==> config.mk <==
export PLATFORM = sky130hd
export DESIGN_NAME = console_host_com
export DESIGN_NICKNAME = d
export VERILOG_FILES = /design/src/rtl/console_host_com_pkg.sv /design/src/rtl/console_wait_timer.sv /design/src/rtl/console_host_com.sv
export SDC_FILE = /design/constraint.sdc
export NUM_CORES = 1
export LEC_CHECK = 0
export CORE_ASPECT_RATIO = 0.8
export CORE_MARGIN = 1.5
export CORE_UTILIZATION = 46
export DETAILED_ROUTE_END_ITERATION = 16
export PLACE_DENSITY = 0.75
export SLEW_MARGIN = 20
export SYNTH_ARGS = -nofsm -noshare
export SYNTH_HDL_FRONTEND = slang
export SYNTH_SLANG_ARGS = --single-unit
==> constraint.sdc <==
create_clock -name clk -period 2.15 [get_ports clk]
set_clock_uncertainty 0.15 [all_clocks]
set_input_delay 0.43 -clock clk [delete_from_list [all_inputs] [get_ports clk]]
set_output_delay 0.43 -clock clk [all_outputs]
set_load 0.02 [all_outputs]
==> src/rtl/console_host_com_pkg.sv <==
`default_nettype none
// ============================================================================
// Module      : console_host_com_pkg
// Description : Packet type codes and com_state values shared by both console
//               ends, the host handler's one-hot state codes and small
//               classification helpers.
// Revision    : 1.0 - initial release
// ============================================================================
package console_host_com_pkg;

  typedef logic [3:0] btype_t;
  typedef logic [1:0] com_state_t;

  // Packet types carried on the com link
  localparam btype_t BTYPE_INIT = 4'h0;
  localparam btype_t BTYPE_CONF = 4'h1;
  localparam btype_t BTYPE_READ = 4'h2;
  localparam btype_t BTYPE_STOP = 4'h3;
  localparam btype_t BTYPE_RXD0 = 4'h4;
  localparam btype_t BTYPE_RXD1 = 4'h5;

  // Device com_state values mirrored on the host side
  localparam com_state_t COM_STATE_IDLE = 2'b00;
  localparam com_state_t COM_STATE_CONF = 2'b01;
  localparam com_state_t COM_STATE_READ = 2'b10;

  // One-hot state codes of the host command/receive FSM
  localparam int ST_W = 10;
  localparam logic [ST_W-1:0] ST_MAIN_IDLE = 10'b00_0000_0001;
  localparam logic [ST_W-1:0] ST_MAIN_WAIT = 10'b00_0000_0010;
  localparam logic [ST_W-1:0] ST_SEND_IDLE = 10'b00_0000_0100;
  localparam logic [ST_W-1:0] ST_SEND_WAIT = 10'b00_0000_1000;
  localparam logic [ST_W-1:0] ST_SEND_WORK = 10'b00_0001_0000;
  localparam logic [ST_W-1:0] ST_CMD_DONE  = 10'b00_0010_0000;
  localparam logic [ST_W-1:0] ST_READ_IDLE = 10'b00_0100_0000;
  localparam logic [ST_W-1:0] ST_READ_WORK = 10'b00_1000_0000;
  localparam logic [ST_W-1:0] ST_READ_WAIT = 10'b01_0000_0000;
  localparam logic [ST_W-1:0] ST_READ_DONE = 10'b10_0000_0000;

  // True for the four command types the host may send
  function automatic logic is_cmd_btype(input btype_t b);
    return (b <= BTYPE_STOP);
  endfunction

  // True for the two data packet types the device may return
  function automatic logic is_rxd_btype(input btype_t b);
    return (b == BTYPE_RXD0) || (b == BTYPE_RXD1);
  endfunction

  // Device mode entered once a command has been accepted by the link
  function automatic com_state_t cmd_to_com_state(input btype_t b);
    com_state_t s;
    case (b)
      BTYPE_CONF: s = COM_STATE_CONF;
      BTYPE_READ: s = COM_STATE_READ;
      default:    s = COM_STATE_IDLE;
    endcase
    return s;
  endfunction

endpackage
`default_nettype wire

==> src/rtl/console_wait_timer.sv <==
`default_nettype none
// ============================================================================
// Module      : console_wait_timer
// Description : Saturating wait-cycle counter with clear/enable. expired is
//               raised on the TIMEOUT-th enabled cycle after a clear.
// Revision    : 1.0 - initial release
// ============================================================================
module console_wait_timer #(
  parameter int NUM_W   = 8,
  parameter int TIMEOUT = 'h80
) (
  input  logic clk,
  input  logic rst,
  input  logic clr,
  input  logic en,
  output logic expired
);

  localparam logic [NUM_W:0]   C_LIMIT = TIMEOUT[NUM_W:0];
  localparam logic [NUM_W:0]   C_ONE   = {{NUM_W{1'b0}}, 1'b1};
  localparam logic [NUM_W-1:0] C_MAX   = {NUM_W{1'b1}};

  logic [NUM_W-1:0] r_count;
  logic [NUM_W:0]   w_count_inc;

  // One extra bit so the compare cannot overflow at the top of the range
  assign w_count_inc = {1'b0, r_count} + C_ONE;
  assign expired     = en && (w_count_inc >= C_LIMIT);

  // Count enabled cycles, clear otherwise, hold at the maximum instead of wrapping
  always_ff @(posedge clk or negedge rst) begin
    if (!rst) begin
      r_count <= '0;
    end else if (clr) begin
      r_count <= '0;
    end else if (en && (r_count != C_MAX)) begin
      r_count <= w_count_inc[NUM_W-1:0];
    end
  end

endmodule
`default_nettype wire

==> src/rtl/console_host_com.sv <==
`default_nettype none
// ============================================================================
// Module      : console_host_com
// Description : Host-side console command handler. Sends INIT/CONF/READ/STOP
//               packets for the upper layer, delivers RXD0/RXD1 packets to the
//               data sink and mirrors the device com_state.
// Revision    : 1.0 - initial release
// ============================================================================
module console_host_com
  import console_host_com_pkg::*;
#(
  parameter int TIMEOUT = 'h80,
  parameter int NUM_W   = 8
) (
  input  logic       clk,
  input  logic       rst,
  input  logic       fs_cmd,
  output logic       fd_cmd,
  input  logic [3:0] cmd_btype,
  output logic       fs_com_send,
  input  logic       fd_com_send,
  output logic [3:0] tx_btype,
  input  logic       fs_com_read,
  output logic       fd_com_read,
  input  logic [3:0] rx_btype,
  output logic       fs_read,
  input  logic       fd_read,
  output logic       rxd_sel,
  output logic [1:0] dev_state,
  output logic       err_timeout,
  output logic       err_btype
);

  logic [ST_W-1:0] r_state;
  logic [ST_W-1:0] w_state_next;
  logic            w_wait_en;
  logic            w_expired;
  btype_t          r_tx_btype;
  com_state_t      r_dev_state;
  logic            r_rxd_sel;
  logic            r_err_timeout;
  logic            r_err_btype;

  // The timer runs only while waiting on the link or the sink
  assign w_wait_en = (r_state == ST_SEND_WAIT) || (r_state == ST_READ_WAIT);

  console_wait_timer #(
    .NUM_W   (NUM_W),
    .TIMEOUT (TIMEOUT)
  ) u_wait_timer (
    .clk     (clk),
    .rst     (rst),
    .clr     (!w_wait_en),
    .en      (w_wait_en),
    .expired (w_expired)
  );

  // State register
  always_ff @(posedge clk or negedge rst) begin
    if (!rst) begin
      r_state <= ST_MAIN_IDLE;
    end else begin
      r_state <= w_state_next;
    end
  end

  // Next-state logic; receive wins over command, handshake ack wins over timeout
  always_comb begin
    w_state_next = r_state;
    case (r_state)
      ST_MAIN_IDLE: w_state_next = ST_MAIN_WAIT;
      ST_MAIN_WAIT: begin
        if (fs_com_read) begin
          w_state_next = ST_READ_IDLE;
        end else if (fs_cmd) begin
          w_state_next = ST_SEND_IDLE;
        end
      end
      ST_SEND_IDLE: w_state_next = is_cmd_btype(cmd_btype) ? ST_SEND_WAIT : ST_CMD_DONE;
      ST_SEND_WAIT: begin
        if (fd_com_send) begin
          w_state_next = ST_SEND_WORK;
        end else if (w_expired) begin
          w_state_next = ST_CMD_DONE;
        end
      end
      ST_SEND_WORK: w_state_next = ST_CMD_DONE;
      ST_CMD_DONE:  if (!fs_cmd) w_state_next = ST_MAIN_WAIT;
      ST_READ_IDLE: w_state_next = ST_READ_WORK;
      ST_READ_WORK: w_state_next = is_rxd_btype(rx_btype) ? ST_READ_WAIT : ST_READ_DONE;
      ST_READ_WAIT: if (fd_read || w_expired) w_state_next = ST_READ_DONE;
      ST_READ_DONE: if (!fs_com_read) w_state_next = ST_MAIN_WAIT;
      default:      w_state_next = ST_MAIN_IDLE;
    endcase
  end

  // Handshake outputs decoded from the state; illegal encodings decode to 0
  always_comb begin
    fs_com_send = 1'b0;
    fd_cmd      = 1'b0;
    fs_read     = 1'b0;
    fd_com_read = 1'b0;
    case (r_state)
      ST_SEND_WAIT: fs_com_send = 1'b1;
      ST_CMD_DONE:  fd_cmd      = 1'b1;
      ST_READ_WAIT: fs_read     = 1'b1;
      ST_READ_DONE: fd_com_read = 1'b1;
      default: ;
    endcase
  end

  // Packet type latch, device mode mirror, RXD selector and one-cycle error pulses
  always_ff @(posedge clk or negedge rst) begin
    if (!rst) begin
      r_tx_btype    <= BTYPE_INIT;
      r_dev_state   <= COM_STATE_IDLE;
      r_rxd_sel     <= 1'b0;
      r_err_timeout <= 1'b0;
      r_err_btype   <= 1'b0;
    end else begin
      r_err_timeout <= 1'b0;
      r_err_btype   <= 1'b0;
      case (r_state)
        ST_SEND_IDLE: begin
          r_tx_btype <= cmd_btype;
          if (!is_cmd_btype(cmd_btype)) r_err_btype <= 1'b1;
        end
        ST_SEND_WAIT: if (!fd_com_send && w_expired) r_err_timeout <= 1'b1;
        ST_SEND_WORK: r_dev_state <= cmd_to_com_state(r_tx_btype);
        ST_READ_WORK: begin
          if (is_rxd_btype(rx_btype)) begin
            r_rxd_sel <= rx_btype[0];
          end else begin
            r_err_btype <= 1'b1;
          end
        end
        ST_READ_WAIT: if (!fd_read && w_expired) r_err_timeout <= 1'b1;
        default: ;
      endcase
    end
  end

  assign tx_btype    = r_tx_btype;
  assign dev_state   = r_dev_state;
  assign rxd_sel     = r_rxd_sel;
  assign err_timeout = r_err_timeout;
  assign err_btype   = r_err_btype;

endmodule
`default_nettype wire

After elaboration in Yosys (flattened, before gate mapping). Cells that the tools add are included.

Register bits: 27. Input port bits: 14. Output and inout port bits: 13.

Add/sub/neg operators: 1. Order comparisons: 2. Eq/ne operators: 21. Muxes and demuxes: 23. Reductions and logical operators: 11.

Operators by type and width (count): $pmux 10 s10 (1); $mux 10 (8); $mux 8 (2); $eq 10x1->1 const B (1); $eq 10x10->1 const B (1); $eq 10x2->1 const B (1); $eq 10x3->1 const B (1); $eq 10x4->1 const B (1); $eq 10x5->1 const B (1); $eq 10x6->1 const B (1); $eq 10x7->1 const B (1); $eq 10x8->1 const B (1); $eq 10x9->1 const B (1); $add 8x1->9 const B (1); $ge 9x8->1 const B (1); $eq 4x3->1 const B (2); $mux 1 (8); $ne 8x8->1 const B (1); $mux 6 (1); $ne 2x2->1 const B (3); $ne 3x3->1 const B (2); $reduce_and 5->1 (1); $eq 4x1->1 const B (1); $eq 4x2->1 const B (1); other kinds (8) (15).

Depth between registers and ports, before layout.
Depth after elaboration: 6. Depth in mapped cells: 6. Depth with buffers taken out: 6.

Modules after synthesis. From an unflattened synthesis, not the netlist that was laid out.

Cell total of the unflattened synthesis: 165. Area, all modules: 1622.8 µm².

Modules (own cells, without submodules): console_host_com (instances 1, cells each 114, area an instance 1093.5 µm², sequential area each 476.7 µm²); console_wait_timer (instances 1, cells each 51, area an instance 529.3 µm², sequential area each 200.2 µm²).

Least setup slack after synthesis. No wires, ideal clock.

Path type: register to register. Start: register r_state[0]. End: register r_dev_state[0], in the netlist dev_state[0]. Arrival time: 1771 ps. Path slack: 104 ps. Stages on the path, launching flop included: 6. Path buffers: 1. Period minus slack after synthesis: 2046 ps. Path through: dfstp_2 buf_2 or4_1 nor4_1 and3_2 mux2_2.

Word-level cells in the longest chain between the ends: 1.

Ends and longest elaborated chain: from (decl) (line console_host_com.sv:34) `logic [ST_W-1:0] r_state;`; from (signal assigned) (line console_host_com.sv:63) `r_state <= w_state_next;`; $eq 10x5->1 (line console_host_com.sv:123) `case (r_state)`; to (signal assigned) (line console_host_com.sv:129) `ST_SEND_WORK: r_dev_state <= cmd_to_com_state(r_tx_btype);`; to (decl) (line console_host_com.sv:39) `com_state_t r_dev_state;`.

No other way between the ends. A chain may end at the register's enable or synchronous reset.

Final worst setup path.
Start: register r_state[1]. End: output port fd_com_read.

Word-level cells in the longest chain between the ends: 2.

Ends and longest elaborated chain: $eq 10x10->1 (line console_host_com.sv:103) `case (r_state)`; $mux 1 (line console_host_com.sv:103); to (decl) (line console_host_com.sv:24) `output logic fd_com_read,`.

No other way between the ends.

==> summary.md <==
| Metric | Value |
|---|---|
| Status | finished, violations left |
| Violated checks | setup timing |
| Max Freq | 0.448 GHz |
| Post-synthesis simple-gate area fraction | 28.8% |
| Pwr Density | 893 nW/um^2 |
| Die Y | 53.7 um |
| Max-Cap Viols | 0 |
| Hold path depth | 1 |
| Hold-fix buffer count after cts | 0 |
| RSZ-0062 raised after global routing | true |
| Critical hold path startpoint | dev_state[1] |
| Total global routing overflow | 0 |
| First-pass DRT Iterations | 4 |
| ANT nets after route | 0 |
| R2R setup slack | -0.05 ns |
| Net count, final | 223 |
| Worst skew pair latency | 0.28 ns |
| Drc violations | 0 |
| Fin area | 2160 um^2 |
| Vias | 1,346 |
| Netlist Area Pre-Place | 1480 um^2 |
| Sequential cell fraction of total power | 33.9% |
| First-pass GRT wire length | 6050 um |
| Leading cell type in the layout, fill and taps excluded | buf_4 |
| XOR/XNOR Fraction of Synth Area | 4.15% |
| Clk root buf | clkbuf_8 |
| CP endpoint kind | output pin |
| Commonest cells after routing, fill and taps aside | buf_4 (32), dfrtp_1 (26), clkdlybuf4s50_1 (22) |
| Cell Count, Final, Fillers Out | 246 |
| Main combinational cell family by area after synthesis | simple AND/OR/NAND/NOR gates |
| Final Hold Vio Count | 0 |
| Post-synthesis net count | 162 |
| Distinct cells, synth | 44 |
| HPWL after DPL | 2820 um |
| Comb power frac | 51.0% |
| Routed wire per std cell | 15.2 um |
| Final Max Slew Viols | 0 |
| CTS max path bufs | 2 |
| Syn_area_per_cell | 10.1 um^2 |
| CTS buffer count | 3 |
| Drt first-iter violations | 70 |
| P_leak | 1.01 nW |
| CP startpoint kind | register |
| Largest net degree at the start of global routing | 28 |
| P_int | 1.26 mW |
| Sink Count | 27 |
| Final GP Congestion | 0.929 |
| Chip width | 66.3 um |
| Overall routing resource usage | 23.7% |
| Reg2reg end | r_state[3] |
| Fin crit period | 2.23 ns |
| Final setup viols | 10 |
| Layout area overhead | 46.2% |
| RR Startpoint | r_state[1] |
| Worst Hold Class | register to register |
| DP Area | 1990 um^2 |
| Compound-cell area share of the yosys netlist | 9.58% |
| Proportion of layout cells with a drive suffix above 1 | 35.9% |
| Actual slew at the worst max-slew pin | 0.384 ns |
| P_sw | 0.667 mW |
| Port Buffer Count | 26 |
| Reg clk slew, reported paths | 0.09 ns |
| TNS Setup | -0.417 ns |
| Critical Path RT | 1.57 ns |
| Via/cell ratio | 5.47 |
| Antenna violations before repair | 0 |
| Area of the core | 3060 um^2 |
| Hold Path Sink | dev_state[1] |
| Post-Synth Adder-Cell Area | 1.69% |
| Vias in the first global route | 1,300 |
| Final WL | 3750 um |
| Worst ir drop on vdd | 0.000581 V |
| Mapped Cells | 146 |
| WS Path Type | register to output pin |
| Synth warnings | 0 |
| Seq/Total Area, Yosys | 45.8% |
| Final period util | 104% |
| TritonCTS clock tree | yes |
| Mux cell area share after synthesis | 7.46% |
| Clock power share | 15.1% |
| WP data arrival | 1.65 ns |
| Worst relative slew slack | 74.2% |
| Cells after DPL | 238 |
| Worst Reg-to-Reg Cells | 9 |
| Net switching share of the total power | 34.6% |
| Worst Path Max Fanout | 2 |
| Min setup slack post-route | -0.0820 ns |
| Depth of the CTS H-tree | 1 |
| Util after Layout | 70.5% |
| Site Rows | 18 |
| Num ports | 27 |
| N_diodes | 0 |
| Die Footprint | 3560 um^2 |
| Initial Utilization | 48.2% |
| Placement Setup Slack | -0.278 ns |
| Synthesis-stage register bit count | 27 |
[cells in the mapped netlist (all sizes together)]
library cell / count / area [um^2]
nor3: 11 / 55.1
nor4: 3 / 31.3
inv: 3 / 11.3
or3: 2 / 12.5
a21oi: 2 / 10.0
and2: 2 / 12.5
nor4b: 3 / 41.3
o21ai: 11 / 55.1
nand2b: 1 / 6.26
or3b: 1 / 8.76
o311a: 1 / 10.0
nand2: 7 / 26.3
nor2: 17 / 71.3
xor2: 6 / 52.6
mux2: 8 / 90.1
a41oi: 1 / 8.76
or4: 2 / 18.8
a31oi: 2 / 12.5
nand3: 7 / 40.0
ha: 2 / 25.0
nor3b: 1 / 7.51
nand4: 2 / 12.5
mux2i: 2 / 20.0
a21o: 3 / 22.5
dfrtp: 26 / 651
o2111ai: 1 / 15.0
and3: 6 / 41.3
xnor2: 1 / 8.76
and4: 3 / 27.5
clkbuf: 3 / 12.5
dfstp: 1 / 26.3
nor2b: 2 / 12.5
buf: 2 / 12.5
o211ai: 1 / 7.51
[area by class of cell]
class	instances	area [um^2]
Fill cell	231	905
Multi-Input combinational cell	111	836
Sequential cell	27	677
Timing Repair Buffer	61	539
Tap cell	40	50.0
Clock buffer	4	45.0
Inverter	3	11.3
[cell families (layout without fill, tap and decap cells)]
group / Yosys count / in the layout
AO/OA/AOI/OAI: 22 / 22
XOR/XNOR: 7 / 7
adder cells (fa/ha/maj): 2 / 2
buffers and inverters: 8 / 68
flip-flops: 27 / 27
multiplexers: 10 / 10
AND/OR/NAND/NOR: 70 / 70
[timing repair]
item | in CTS | in global routing
pin swaps | 15 | 7
buffers inserted | 4 | 0
endpoints found under the setup margin | 9 | 13
resized for setup | 34 | 8
[sequential cells by signal, summed over array words and instances, names as in the netlist]
| signal | cells |
|---|---|
| u_wait_timer.r_count | 8 |
| rxd_sel | 1 |
| dev_state | 2 |
| tx_btype | 4 |
| r_state | 10 |
| err_btype | 1 |
| err_timeout | 1 |
[power by group through the flow]
stage               Sequential [mW]  Combinational (mW)  Clock (mW)
global placement              0.654               0.833           0
detailed placement            0.660               0.844           0
finish                        0.654               0.983       0.290
floorplan                     0.715               0.363           0
CTS                           0.655               0.957       0.296
global route                  0.669                1.05       0.314
[per-stage QoR]
| step | hold slack (ns) | total power, mW |
|---|---|---|
| 6_report | 0.360 | 1.93 |
| 5_1_grt | 0.395 | 2.04 |
| 4_1_cts | 0.366 | 1.91 |
| 3_5_place_dp | 0.346 | 1.50 |
| 3_3_place_gp | 0.343 | 1.49 |
| 2_1_floorplan | -0.0156 | 1.08 |
[routing by layer]
metal  up-vias  track usage, %  part of all wire [%]
met5         -               0                     0
met2        30            38.3                    48
met1       657            32.4                    46
li1        653               -                     -
met3         6            3.97                   3.7
met4         0            8.50                   1.7
[how the worst max path moves through the flow]
stage	from	slack (ns)	cells past startpoint	to
2_1_floorplan	r_state[0]	0.10	5	dev_state[0]
3_3_place_gp	r_state[1]	-0.26	4	fd_com_read
3_5_place_dp	r_state[5]	-0.28	4	fs_read
4_1_cts	r_state[6]	-0.08	4	fs_read
5_1_grt	r_state[1]	-0.13	4	fd_com_read
6_report	r_state[1]	-0.08	4	fd_com_read
[worst max-delay path, stage by stage, from the launching register on]
cell and delay (ns):
dfrtp_1 0.41, or4_4 0.57, nor2_4 0.11, and3_4 0.18, buf_6 0.11
(Power assumes the default switching activity.)
